===== src/rtl/dsp_mac_sequencer_pkg.sv =====
// Shared definitions for the DSP48A1 MAC sequencer: widths, OPMODE codes,
// FSM states and the per-operand tag carried alongside the slice pipeline.
package dsp_pkg;

    localparam int OPND_W = 18;
    localparam int ACC_W  = 48;

    localparam logic [7:0] OPM_MUL  = 8'h01;  // X=M, Z=0: start a new sum
    localparam logic [7:0] OPM_MAC  = 8'h09;  // X=M, Z=P: accumulate
    localparam logic [7:0] OPM_IDLE = 8'h00;

    typedef enum logic [1:0] {
        IDLE  = 2'd0,
        ISSUE = 2'd1,
        DRAIN = 2'd2,
        HOLD  = 2'd3
    } state_t;

    typedef struct packed {
        logic valid;
        logic first;
        logic last;
    } tag_t;

    localparam tag_t TAG_NONE = '0;

    // OPMODE for the product entering the M stage, chosen by its tag.
    function automatic logic [7:0] opmode_for(input tag_t t);
        logic [7:0] opm;
        if (!t.valid) begin
            opm = OPM_IDLE;
        end else if (t.first) begin
            opm = OPM_MUL;
        end else begin
            opm = OPM_MAC;
        end
        return opm;
    endfunction

    // True when the tag marks the final product of a job.
    function automatic logic is_final(input tag_t t);
        return t.valid & t.last;
    endfunction

endpackage


===== src/rtl/dsp_mac_sequencer_if.sv =====
// Job control, operand stream and result handshake of the MAC sequencer.
// master = operand source / result consumer, slave = sequencer.
interface dsp_mac_sequencer_if import dsp_pkg::*; #(
    parameter int CNT_W = 8
) ();

    logic              start;
    logic [CNT_W-1:0]  n_taps;
    logic              busy;
    logic              op_valid;
    logic              op_ready;
    logic [OPND_W-1:0] op_a;
    logic [OPND_W-1:0] op_b;
    logic              res_valid;
    logic              res_ready;
    logic [ACC_W-1:0]  res_data;

    modport master (
        output start, n_taps, op_valid, op_a, op_b, res_ready,
        input  busy, op_ready, res_valid, res_data
    );

    modport slave (
        input  start, n_taps, op_valid, op_a, op_b, res_ready,
        output busy, op_ready, res_valid, res_data
    );

endinterface


===== src/rtl/dsp_mac_sequencer_tag_pipe.sv =====
// Shift register of {valid, first, last} tags that moves in lock-step with
// the slice pipeline (same enable), so control decisions follow the data.
module dsp_tag_pipe import dsp_pkg::*; #(
    parameter int DEPTH    = 3,
    parameter int TAP_OPM  = 1,
    parameter int TAP_POST = 2
) (
    input  logic clk,
    input  logic rst,
    input  logic en,
    input  tag_t tag_in,
    output tag_t tap_opm,
    output tag_t tap_post
);

    tag_t [DEPTH-1:0] stage_r;

    // Advance every stage together whenever the slice advances.
    always_ff @(posedge clk or posedge rst) begin
        if (rst) begin
            stage_r <= '0;
        end else if (en) begin
            stage_r <= {stage_r[DEPTH-2:0], tag_in};
        end
    end

    assign tap_opm  = stage_r[TAP_OPM];
    assign tap_post = stage_r[TAP_POST];

endmodule


===== src/rtl/dsp_mac_sequencer.sv =====
// Drives a DSP48A1 slice (A1/B1/M/P/OPMODE registered) to accumulate n_taps
// signed 18x18 products and returns the final P through a held handshake.
// All slice enables follow 'advance', so an operand bubble freezes the slice
// and the tag pipe together and cannot disturb the running sum.
module dsp_mac_sequencer import dsp_pkg::*; #(
    parameter int CNT_W        = 8,
    parameter int DSP_LATENCY  = 3,
    parameter int OPMODE_DELAY = 1
) (
    input  logic                 CLK,
    input  logic                 RST,
    dsp_mac_sequencer_if.slave   bus,
    output logic [OPND_W-1:0]    A,
    output logic [OPND_W-1:0]    B,
    output logic [7:0]           OPMODE,
    output logic                 CEA,
    output logic                 CEB,
    output logic                 CEM,
    output logic                 CEOPMODE,
    output logic                 CEP,
    input  logic [ACC_W-1:0]     P
);

    localparam logic [CNT_W-1:0] ONE_TAP = CNT_W'(1'b1);

    state_t            state_r;
    logic [CNT_W-1:0]  remaining_r;
    logic              first_r;
    logic              busy_r;
    logic              op_ready_r;
    logic [OPND_W-1:0] a_r;
    logic [OPND_W-1:0] b_r;
    logic              res_valid_r;
    logic [ACC_W-1:0]  res_data_r;
    logic              final_r;      // final product was added into P last edge

    logic accept_s;
    logic advance_s;
    tag_t tag_in_s;
    tag_t tap_opm_s;
    tag_t tap_post_s;

    assign accept_s = op_ready_r & bus.op_valid;

    // Pipeline advance and the tag describing the operand being accepted.
    always_comb begin
        advance_s = 1'b0;
        tag_in_s  = TAG_NONE;
        if (state_r == DRAIN) begin
            advance_s = 1'b1;
        end else begin
            advance_s = accept_s;
        end
        if (accept_s) begin
            tag_in_s.valid = 1'b1;
            tag_in_s.first = first_r;
            tag_in_s.last  = (remaining_r == ONE_TAP);
        end else begin
            tag_in_s = TAG_NONE;
        end
    end

    dsp_tag_pipe #(
        .DEPTH    (DSP_LATENCY),
        .TAP_OPM  (OPMODE_DELAY),
        .TAP_POST (DSP_LATENCY - 1)
    ) u_tag_pipe (
        .clk      (CLK),
        .rst      (RST),
        .en       (advance_s),
        .tag_in   (tag_in_s),
        .tap_opm  (tap_opm_s),
        .tap_post (tap_post_s)
    );

    // Job FSM, operand registers and result capture.
    always_ff @(posedge CLK or posedge RST) begin
        if (RST) begin
            state_r     <= IDLE;
            remaining_r <= '0;
            first_r     <= 1'b0;
            busy_r      <= 1'b0;
            op_ready_r  <= 1'b0;
            a_r         <= '0;
            b_r         <= '0;
            res_valid_r <= 1'b0;
            res_data_r  <= '0;
            final_r     <= 1'b0;
        end else begin
            final_r <= advance_s & is_final(tap_post_s);
            if (accept_s) begin
                a_r <= bus.op_a;
                b_r <= bus.op_b;
            end
            case (state_r)
                IDLE: begin
                    if (bus.start && (bus.n_taps != '0)) begin
                        remaining_r <= bus.n_taps;
                        first_r     <= 1'b1;
                        busy_r      <= 1'b1;
                        op_ready_r  <= 1'b1;
                        state_r     <= ISSUE;
                    end
                end
                ISSUE: begin
                    if (accept_s) begin
                        remaining_r <= remaining_r - ONE_TAP;
                        first_r     <= 1'b0;
                        if (remaining_r == ONE_TAP) begin
                            op_ready_r <= 1'b0;
                            state_r    <= DRAIN;
                        end
                    end
                end
                DRAIN: begin
                    // P was updated with the last product on the previous edge.
                    if (final_r) begin
                        res_data_r  <= P;
                        res_valid_r <= 1'b1;
                        state_r     <= HOLD;
                    end
                end
                HOLD: begin
                    if (bus.res_ready) begin
                        res_valid_r <= 1'b0;
                        busy_r      <= 1'b0;
                        state_r     <= IDLE;
                    end
                end
                default: begin
                    op_ready_r  <= 1'b0;
                    busy_r      <= 1'b0;
                    res_valid_r <= 1'b0;
                    state_r     <= IDLE;
                end
            endcase
        end
    end

    assign A            = a_r;
    assign B            = b_r;
    assign CEA          = advance_s;
    assign CEB          = advance_s;
    assign CEM          = advance_s;
    assign CEOPMODE     = advance_s;
    assign CEP          = advance_s & tap_post_s.valid;
    assign OPMODE       = opmode_for(tap_opm_s);
    assign bus.busy      = busy_r;
    assign bus.op_ready  = op_ready_r;
    assign bus.res_valid = res_valid_r;
    assign bus.res_data  = res_data_r;

endmodule


===== src/flat_wrapper.sv =====
// flat-port wrapper written by rule: the top's interface ports become plain ports
module dsp_mac_sequencer_flat import dsp_pkg::*;
#(
    parameter int CNT_W        = 8,
    parameter int DSP_LATENCY  = 3,
    parameter int OPMODE_DELAY = 1
)
  (CLK, RST, A, B, OPMODE, CEA, CEB, CEM, CEOPMODE, CEP, P, bus_start, bus_n_taps, bus_op_valid, bus_op_a, bus_op_b, bus_res_ready, bus_busy, bus_op_ready, bus_res_valid, bus_res_data);
  dsp_mac_sequencer_if #(.CNT_W(CNT_W)) bus_i ();
  input  logic CLK;
  input  logic RST;
  output logic [OPND_W-1:0] A;
  output logic [OPND_W-1:0] B;
  output logic [7:0] OPMODE;
  output logic CEA;
  output logic CEB;
  output logic CEM;
  output logic CEOPMODE;
  output logic CEP;
  input  logic [ACC_W-1:0] P;
  input wire logic [$bits(bus_i.start)-1:0] bus_start;
  input wire logic [$bits(bus_i.n_taps)-1:0] bus_n_taps;
  input wire logic [$bits(bus_i.op_valid)-1:0] bus_op_valid;
  input wire logic [$bits(bus_i.op_a)-1:0] bus_op_a;
  input wire logic [$bits(bus_i.op_b)-1:0] bus_op_b;
  input wire logic [$bits(bus_i.res_ready)-1:0] bus_res_ready;
  output wire logic [$bits(bus_i.busy)-1:0] bus_busy;
  output wire logic [$bits(bus_i.op_ready)-1:0] bus_op_ready;
  output wire logic [$bits(bus_i.res_valid)-1:0] bus_res_valid;
  output wire logic [$bits(bus_i.res_data)-1:0] bus_res_data;
  assign bus_i.start = bus_start;
  assign bus_i.n_taps = bus_n_taps;
  assign bus_i.op_valid = bus_op_valid;
  assign bus_i.op_a = bus_op_a;
  assign bus_i.op_b = bus_op_b;
  assign bus_i.res_ready = bus_res_ready;
  assign bus_busy = bus_i.busy;
  assign bus_op_ready = bus_i.op_ready;
  assign bus_res_valid = bus_i.res_valid;
  assign bus_res_data = bus_i.res_data;
  dsp_mac_sequencer #(.CNT_W(CNT_W), .DSP_LATENCY(DSP_LATENCY), .OPMODE_DELAY(OPMODE_DELAY)) u_core (.CLK(CLK), .RST(RST), .bus(bus_i), .A(A), .B(B), .OPMODE(OPMODE), .CEA(CEA), .CEB(CEB), .CEM(CEM), .CEOPMODE(CEOPMODE), .CEP(CEP), .P(P));
endmodule

===== config.mk =====
export PLATFORM = sky130hd
export DESIGN_NAME = dsp_mac_sequencer_flat
export DESIGN_NICKNAME = d
export VERILOG_FILES = /design/src/rtl/dsp_mac_sequencer_pkg.sv /design/src/rtl/dsp_mac_sequencer_if.sv /design/src/rtl/dsp_mac_sequencer_tag_pipe.sv /design/src/rtl/dsp_mac_sequencer.sv /design/src/flat_wrapper.sv
export SDC_FILE = /design/constraint.sdc
export NUM_CORES = 1
export LEC_CHECK = 0
export CAP_MARGIN = 40
export CORE_UTILIZATION = 30
export CTS_CLUSTER_SIZE = 25
export DETAILED_ROUTE_END_ITERATION = 8
export GPL_ROUTABILITY_DRIVEN = 0
export GPL_TIMING_DRIVEN = 0
export SLEW_MARGIN = 30
export SYNTH_ARGS = -nofsm -noshare
export SYNTH_HDL_FRONTEND = slang
export SYNTH_SLANG_ARGS = --single-unit

===== constraint.sdc =====
create_clock -name CLK -period 5.3 [get_ports CLK]
set_input_delay 1.59 -clock CLK [delete_from_list [all_inputs] [get_ports CLK]]
set_output_delay 1.59 -clock CLK [all_outputs]
set_load 0.01 [all_outputs]

# Word level (Yosys, flattened, before mapping)
# Index checks and enable logic that the tools add are counted.
[word_totals] out_inout_bits=100 register_bits=107 inputBits=97
[classes] reduce_logical=12 n_eq_ne=9 muxes=23 bitwise=4 n_addsub=1
[op_table] cell="$mux 8" count=3
[op_table] cell="$pmux 8 s2" count=1
[op_table] cell="$mux 2" count=5
[op_table] cell="$reduce_and 3->1" count=3
[op_table] cell="$eq 8x1->1 const B" count=1
[op_table] cell="$ne 2x1->1 const B" count=4
[op_table] cell="$pmux 1 s2" count=4
[op_table] cell="$pmux 2 s4" count=1
[op_table] cell="$reduce_bool 8->1" count=1
[op_table] cell="$sub 8x1->8 const B" count=1
[op_table] cell="$mux 1" count=7
[op_table] cell="$reduce_bool 2->1" count=3
[op_table] cell="$reduce_and 5->1" count=1
[op_table] cell="$and 1x1->1" count=4
[op_table] cell="$eq 2x2->1 const B" count=2
[op_table] cell="$mux 4" count=1
[op_table] cell="$reduce_and 4->1" count=1
[op_table] cell="$mux 3" count=1
[op_table] cell="$eq 2x1->1 const B" count=1
[op_table] cell="$logic_not 2->1" count=1
[op_table] cell="$ne 2x2->1 const B" count=1
[op_table] cell="$reduce_and 2->1" count=1
[op_table] cell="$logic_and 1x1->1" count=1

# Logic depth before layout (Yosys ltp)
# Gate-level depths: netlist of run 1.
[logic_depth] depth_word=4 ltp_mapped=9 depth_no_buf=6

# Hierarchy
# Synthesis of run 1 repeated with hierarchy kept, for this count alone.
[unflattened] hier_cells=330 hier_area_um2=4657.0
[modules_own_cells] module="dsp_mac_sequencer" cells_per_inst=304 area_each_um2=4236.6 seq_area_each_um2=2477.4 n_inst=1
[modules_own_cells] module="dsp_tag_pipe" cells_per_inst=26 area_each_um2=420.4 seq_area_each_um2=225.2 n_inst=1

# Worst setup path after synthesis of run 1
# No wires, ideal clock.
[synth_path] path_kind="in2out" from="input port bus_op_valid" to="output port CEB" required_ps=3710 arrival_ps=2419 path_buffers=1 setup_slack_ps=1291 path_stages=3 path_cell_list="a21oi_1 -> inv_1 -> buf_4"
[synth_via] elab_chain_len=2
[synth_lines] item="start, declared" line_no="flat_wrapper.sv:23" source="input wire logic [$bits(bus_i.op_valid)-1:0] bus_op_valid;"
[synth_lines] item="$and 1x1->1" line_no="dsp_mac_sequencer.sv:43" source="assign accept_s = op_ready_r & bus.op_valid;"
[synth_lines] item="$mux 1" line_no="dsp_mac_sequencer.sv:49" source="if (state_r == DRAIN) begin"
[synth_lines] item="end, declared" line_no="flat_wrapper.sv:16" source="output logic CEB;"
# No other way between the ends.

# Worst setup path after layout of run 1
[layout_path] from="input port bus_op_valid" to="output port CEM"
[layout_via] elab_chain_len=2
[layout_lines] item="$and 1x1->1" line_no="dsp_mac_sequencer.sv:43"
[layout_lines] item="$mux 1" line_no="dsp_mac_sequencer.sv:49"
[layout_lines] item="end, declared" line_no="flat_wrapper.sv:17" source="output logic CEM;"
# No other way between the ends.

==> PnR_summary.wiki, run 1 <==
{| class="wikitable"
! Metric !! Value
|-
| Worst reg2reg setup slack || 3.06 ns
|-
| Worst relative slew slack || 56.1%
|-
| Sequential area share after synthesis || 59.6%
|-
| Min-Delay Path Class || flop to flop
|-
| Via count of the first global-routing pass || 3550
|-
| Cell depth of the worst hold path || 2
|-
| Final Instance Area || 6960 µm²
|-
| Summed instance area of the synthesized netlist || 4490 µm²
|-
| Synth Register Bits || 107
|-
| Avg Cell Area, Syn || 14.0 µm²
|-
| First-pass detailed-route iteration total || 4
|-
| Worst skew pair latency || 0.35 ns
|-
| Clk Tree Root Cell || sky130_fd_sc_hd__clkbuf_16
|-
| VDD IR-drop max || 0.000229 V
|-
| Power density over the cells || 349 nW/µm²
|-
| Final Hold Vio Count || 0
|-
| Post-CTS repair timing setup buffer count || 0
|-
| H-tree lvl count || 3
|-
| Worst Reg2Reg Path Length in Cells || 6
|-
| Buffers from clock root to sink, at most || 2
|-
| Overall global routing resource usage || 14.7%
|-
| Post-detailed-placement half-perimeter wirelength || 8040 µm
|-
| FILL cells || 1293
|-
| Synthesized netlist cell count || 321
|-
| Achievable clock frequency || 203 MHz
|-
| Number of standard-cell rows in the floorplan || 44
|-
| Post-layout power || 2.43 mW
|-
| Total clock buffers created by CTS || 9
|-
| Clock tree from TritonCTS || done
|-
| Data arrival at the endpoint of the critical path || 3.34 ns
|-
| Core Util, Final || 47.7%
|-
| Die area || 15500 µm²
|-
| Cell count after placement || 701
|-
| Slew of the pin with the lowest slew margin || 0.653 ns
|-
| Max-cap violation count || 0
|-
| Final Net Count || 632
|-
| Leakage || 2.92 nW
|-
| Routed length per placed instance || 15.1 µm
|-
| Chip width || 124 µm
|-
| Commonest cells after routing, fill and taps aside || 190 x sky130_fd_sc_hd__clkdlybuf4s50_1, 107 x sky130_fd_sc_hd__dfrtp_1, 89 x sky130_fd_sc_hd__mux2_2, 11 x sky130_fd_sc_hd__a21oi_1, 11 x sky130_fd_sc_hd__buf_4
|-
| P&R area growth vs syn || 55.0%
|-
| Endpoint of the lowest-slack register-to-register path || u_core.bus.res_data[35]$_DFFE_PP0P_
|-
| Die H || 124 µm
|-
| Highest fanout seen on the critical path || 8
|-
| Data required time at the worst endpoint || 3.71 ns
|-
| CTS sink count || 107
|-
| Proportion of layout cells with a drive suffix above 1 || 24.2%
|-
| Final worst path period need || 4.93 ns
|-
| Iter 0 DRT Violations || 126
|-
| Commonest non-fill, non-tap cell in the layout || sky130_fd_sc_hd__clkdlybuf4s50_1
|-
| Number of different library cells in the post-synthesis netlist || 44
|-
| Final cell count without fillers || 717
|-
| Effective utilization at floorplan || 30.8%
|-
| Final count of pins violating max slew || 0
|-
| TNS Setup || 0 ns
|-
| Ratio of final minimum period to clock period || 93.0%
|-
| Type of destination of the critical path || output pin
|-
| Total inserted antenna cells || 0
|-
| Number of antenna violations at the first check in global routing || 0
|-
| Clock-pin slew on the worst setup and hold paths || 0.07 ns
|-
| Startpoint of the lowest-slack hold path || u_core.u_tag_pipe.stage_r[0]$_DFFE_PP0N_
|-
| Count of pins on the block boundary || 197
|-
| Critical path startpoint category || input pin
|-
| Final WL || 10800 µm
|-
| DR vias || 3304
|-
| Global-route wire length before repair || 18000 µm
|-
| Port bufs || 190
|-
| End point of the most critical hold path || u_core.u_tag_pipe.stage_r[0]$_DFFE_PP0N_
|-
| Maximum number of pins on one net before global-route repair || 62
|-
| Area of the core || 14600 µm²
|-
| Number of hold buffers added after cts || 0
|-
| PostCTS Resize Cnt || 0
|-
| Post-route DRC || 0
|-
| Number of warnings printed during yosys synthesis || 0
|-
| Final-report setup violation count || 0
|-
| Run status || completed
|-
| RSZ-0062 raised after global routing || no
|-
| Worst clock skew || 0.00727 ns
|-
| Number of nets with antenna violations after routing || 0
|-
| Critical R2R Launch || u_core.state_r[0]$_DFFE_PP0P_
|-
| Vias per std cell || 4.61
|-
| Worst setup path category || input pin to output pin
|-
| Cell Area, Placed || 6670 µm²
|-
| Aggregate global routing overflow || 0
|}
-- critical path, stage by stage --
cell and delay, ns:
sky130_fd_sc_hd__clkdlybuf4s50_1 0.51, sky130_fd_sc_hd__a21oi_1 0.26, sky130_fd_sc_hd__buf_2 0.24, sky130_fd_sc_hd__inv_1 0.12, sky130_fd_sc_hd__buf_4 0.15, sky130_fd_sc_hd__clkdlybuf4s50_1 0.47
-- flip-flops by register name, indices dropped and copies added, names as in the netlist --
signal / cells
u_core.final_r: 1
u_core.bus.busy: 1
u_core.A: 18
u_core.bus.res_data: 48
u_core.u_tag_pipe.tap_post: 2
u_core.u_tag_pipe.tap_opm: 3
u_core.first_r: 1
u_core.u_tag_pipe.stage_r: 3
u_core.B: 18
u_core.bus.op_ready: 1
u_core.state_r: 2
u_core.bus.res_valid: 1
u_core.remaining_r: 8
-- Yosys cell counts (all sizes together) --
cell	number	area share [%]
nor2	8	0.67
o22ai	4	0.56
nor4b	1	0.20
and3	2	0.28
a21oi	11	1.2
ha	6	1.7
a31oi	4	0.56
nand3b	1	0.17
clkbuf	7	0.59
buf	18	2.8
dfrtp	107	60
clkinv	1	0.084
o2bb2ai	1	0.20
a211oi	1	0.17
o22a	6	1.2
a22o	1	0.20
and2	2	0.28
or4	2	0.50
mux2	91	23
a21o	2	0.36
a2bb2oi	1	0.20
or3	1	0.14
o21a	1	0.17
nor2b	3	0.42
o21ai	7	1.0
inv	11	0.92
nand2b	1	0.14
nor4	1	0.14
mux2i	2	0.45
nand4	1	0.14
nor3b	1	0.17
a221oi	3	0.72
nand2	9	0.75
a41oi	1	0.20
conb	1	0.084
nor3	1	0.11
-- metal layers --
metal  part of all wire [%]  global-route usage (%)
met3                    8.3                    5.93
met1                     40                    17.1
met4                    1.6                    5.60
met5                      0                       0
met2                     50                    24.0
-- cells by family (layout without fill, tap and decap cells) --
| family | Yosys count | after routing | share of synthesized area (%) |
|---|---|---|---|
| DFF | 107 | 107 | 59.6 |
| muxes | 93 | 93 | 23.4 |
| AOI/OAI and AO/OA | 43 | 43 | 6.74 |
| buffers and inverters | 37 | 244 | 4.40 |
| and+or+nand+nor | 34 | 34 | 4.10 |
| adders and majority gates | 6 | 6 | 1.67 |
| other | 1 | 6 | 0.0835 |
-- per-stage QoR --
| step | hold slack (ns) | worst slack (ns) |
|---|---|---|
| after floorplan | 0.443 | 0.893 |
| after global placement | 0.466 | -0.810 |
| after detailed placement | 0.480 | 0.0180 |
| after CTS | 0.495 | 0.0123 |
| after global routing | 0.517 | 0.250 |
| final | 0.492 | 0.372 |
-- where the power goes --
part | internal, mW | leakage (nW) | switching (mW) | total [mW]
clock network | 0.363 | 0.142 | 0.295 | 0.659
registers | 0.935 | 1.25 | 0.0793 | 1.01
logic | 0.423 | 1.53 | 0.333 | 0.756
-- worst max path at each step --
stage,from,to,cells after the start
after global placement,RST,u_core.bus.busy$_DFFE_PP0P_,2
after global routing,bus_op_valid,CEM,6
after floorplan,RST,u_core.A[0]$_DFFE_PP0P_,1
after CTS,bus_op_valid,CEM,5
final,bus_op_valid,CEM,6
after detailed placement,bus_op_valid,CEM,5
-- area by class of cell --
class	instances	area [µm²]	share of cell area (%)
plain buffers	25	153	2.19
clock buffers	10	229	3.29
clock inverters	5	53.8	0.773
inverters	12	50.0	0.719
multi-input cells	182	1630	23.5
flip-flops and latches	107	2680	38.5
well taps	184	230	3.31
repair buffers	192	1930	27.8
Power figures use the tool's default switching activity.
==> run 2: changes to the inputs <==
- clock period: 5.3 -> 4.1 ns (I/O delays scaled with it)
==> run 2 against run 1 <==
  * Sequential power grew 30%
  * Worst setup slack gained 0.12 ns
  * Critical path depth shrank 1
  * Clock power grew 29%
  * Total power grew 30%
  * First-iteration DRC count shrank 5.6%
  * Non-clock buffer count grew 1
  * Sequential share of layout area shrank 0.13 points
  * Sequential cell count is the same
  * Combinational power grew 31%
  * Critical endpoint is now CEP
  * Largest power group unchanged
==> PnR_summary.wiki, run 2 (synthesis results as in run 1) <==
{| class="wikitable"
! Metric !! Value
|-
| Run status || completed
|-
| First-pass detailed-route iteration total || 4
|-
| Count of pins on the block boundary || 197
|-
| Clk Tree Root Cell || sky130_fd_sc_hd__clkbuf_16
|-
| Data required time at the worst endpoint || 2.87 ns
|-
| Effective utilization at floorplan || 30.8%
|-
| Final Net Count || 633
|-
| Chip width || 124 µm
|-
| Cell Area, Placed || 6670 µm²
|-
| DR vias || 3303
|-
| Worst clock skew || 0.00727 ns
|-
| Critical R2R Launch || u_core.state_r[0]$_DFFE_PP0P_
|-
| Highest fanout seen on the critical path || 4
|-
| Area of the core || 14600 µm²
|-
| Buffers from clock root to sink, at most || 2
|-
| H-tree lvl count || 3
|-
| Post-Place Worst Slack || -0.462 ns
|-
| RSZ-0062 raised after global routing || no
|-
| Cell depth of the worst hold path || 2
|-
| Worst Reg2Reg Path Length in Cells || 6
|-
| Number of nets with antenna violations after routing || 0
|-
| VDD IR-drop max || 0.000296 V
|-
| Final Hold Vio Count || 0
|-
| Number of hold buffers added after cts || 0
|-
| Leakage || 2.93 nW
|-
| Die area || 15500 µm²
|-
| Final WL || 10900 µm
|-
| Commonest non-fill, non-tap cell in the layout || sky130_fd_sc_hd__clkdlybuf4s50_1
|-
| Clock-pin slew on the worst setup and hold paths || 0.07 ns
|-
| Total inserted antenna cells || 0
|-
| Die H || 124 µm
|-
| Setup ws final || 0.487 ns
|-
| Final count of pins violating max slew || 0
|-
| Final worst path period need || 3.61 ns
|-
| Aggregate global routing overflow || 0
|-
| Max-cap violation count || 0
|-
| Post-layout power || 3.15 mW
|-
| Routed length per placed instance || 15.2 µm
|-
| Iter 0 DRT Violations || 119
|-
| Min-Delay Path Class || flop to flop
|-
| P&R area growth vs syn || 55.6%
|-
| Number of standard-cell rows in the floorplan || 44
|-
| CTS sink count || 107
|-
| Critical path startpoint category || input pin
|-
| Worst reg2reg setup slack || 1.83 ns
|-
| Worst relative slew slack || 56.2%
|-
| End point of the most critical hold path || u_core.u_tag_pipe.stage_r[0]$_DFFE_PP0N_
|-
| Vias per std cell || 4.60
|-
| Post-detailed-placement half-perimeter wirelength || 8040 µm
|-
| Ratio of final minimum period to clock period || 88.1%
|-
| Achievable clock frequency || 277 MHz
|-
| Global-route wire length before repair || 18100 µm
|-
| Overall global routing resource usage || 14.7%
|-
| Total clock buffers created by CTS || 9
|-
| Startpoint of the lowest-slack hold path || u_core.u_tag_pipe.stage_r[0]$_DFFE_PP0N_
|-
| Number of flip-flops under the largest register name || 48
|-
| Number of antenna violations at the first check in global routing || 0
|-
| Worst setup path category || input pin to output pin
|-
| Clock tree from TritonCTS || done
|-
| Type of destination of the critical path || output pin
|-
| Post-route DRC || 0
|-
| Power density over the cells || 452 nW/µm²
|-
| Endpoint of the lowest-slack register-to-register path || u_core.bus.res_data[35]$_DFFE_PP0P_
|-
| Data arrival at the endpoint of the critical path || 2.38 ns
|-
| Final-report setup violation count || 0
|-
| Commonest cells after routing, fill and taps aside || 189 x sky130_fd_sc_hd__clkdlybuf4s50_1, 107 x sky130_fd_sc_hd__dfrtp_1, 89 x sky130_fd_sc_hd__mux2_2, 13 x sky130_fd_sc_hd__buf_4
|-
| Maximum number of pins on one net before global-route repair || 62
|-
| Worst skew pair latency || 0.35 ns
|-
| Via count of the first global-routing pass || 3559
|-
| Final Instance Area || 6980 µm²
|-
| Proportion of layout cells with a drive suffix above 1 || 24.5%
|-
| Port bufs || 190
|-
| Slew of the pin with the lowest slew margin || 0.650 ns
|}
run 2: cell types whose count changed in the layout (fill, tap and decap cells not counted):
cell | previous run | this run
sky130_fd_sc_hd__a21oi_1 | 11 | 10
sky130_fd_sc_hd__a21oi_4 | 0 | 1
sky130_fd_sc_hd__dlymetal6s2s_1 | 0 | 1
sky130_fd_sc_hd__clkdlybuf4s50_1 | 190 | 189
sky130_fd_sc_hd__buf_2 | 6 | 5
sky130_fd_sc_hd__buf_4 | 11 | 13
run 2: repair_timing:
action	CTS	global route
resized for setup	2	1
pin swaps	1	0
setup endpoints to repair	5	1
cloned	0	0
setup buffers	2	0
run 2: worst max-delay path by stage:
stage	start	endpoint	slack (ns)	cells past startpoint
finish	bus_op_valid	CEP	0.49	5
global route	bus_op_valid	CEP	0.37	5
CTS	bus_op_valid	CEP	0.07	5
detailed placement	bus_op_valid	CEM	-0.46	5
global placement	RST	u_core.bus.busy$_DFFE_PP0P_	-1.65	2
floorplan	RST	u_core.A[0]$_DFFE_PP0P_	0.05	1
run 2: metrics by stage:
step                      std cells  util (%)  setup TNS (ns)  hold slack (ns)
after global placement          700      45.5         -177.26            0.466
after CTS                       718      47.9               0            0.495
after detailed placement        701      45.7           -1.88            0.480
after global routing            718      47.9               0            0.517
final                           718      47.9               0            0.489
after floorplan                 326         -               0            0.443
run 2: worst max-delay path: stages:
cell                              delay, ns
sky130_fd_sc_hd__dlymetal6s2s_1        0.22
sky130_fd_sc_hd__a21oi_4               0.09
sky130_fd_sc_hd__buf_4                 0.15
sky130_fd_sc_hd__nor2b_1               0.13
sky130_fd_sc_hd__clkdlybuf4s50_1       0.56
run 2: layer usage:
metal	part of all wire (%)	track usage, %
met1	40	17.2
met2	50	24.2
met3	8.3	5.93
met4	1.6	5.60
met5	0	0
run 2: where the power goes:
part	internal, mW	leakage, nW	total (mW)	switching [mW]
clock	0.470	0.142	0.853	0.383
sequential	1.21	1.25	1.31	0.102
combinational	0.553	1.54	0.990	0.437
total	2.23	2.93	3.15	0.922
run 2: layout make-up:
type / instances / area (µm²)
Fill cell: 1292 / 7600
Sequential cell: 107 / 2680
Timing Repair Buffer: 193 / 1950
Multi-Input combinational cell: 182 / 1640
Tap cell: 184 / 230
Clock buffer: 10 / 229
Buffer: 25 / 153
Clock inverter: 5 / 53.8
Inverter: 12 / 50.0
==> run 3: changes to the inputs <==
- ABC_CLOCK_PERIOD_IN_PS: not set -> 4100
==> results of run 3 <==
Final layout, timing and power as in run 2 (identical DEF).
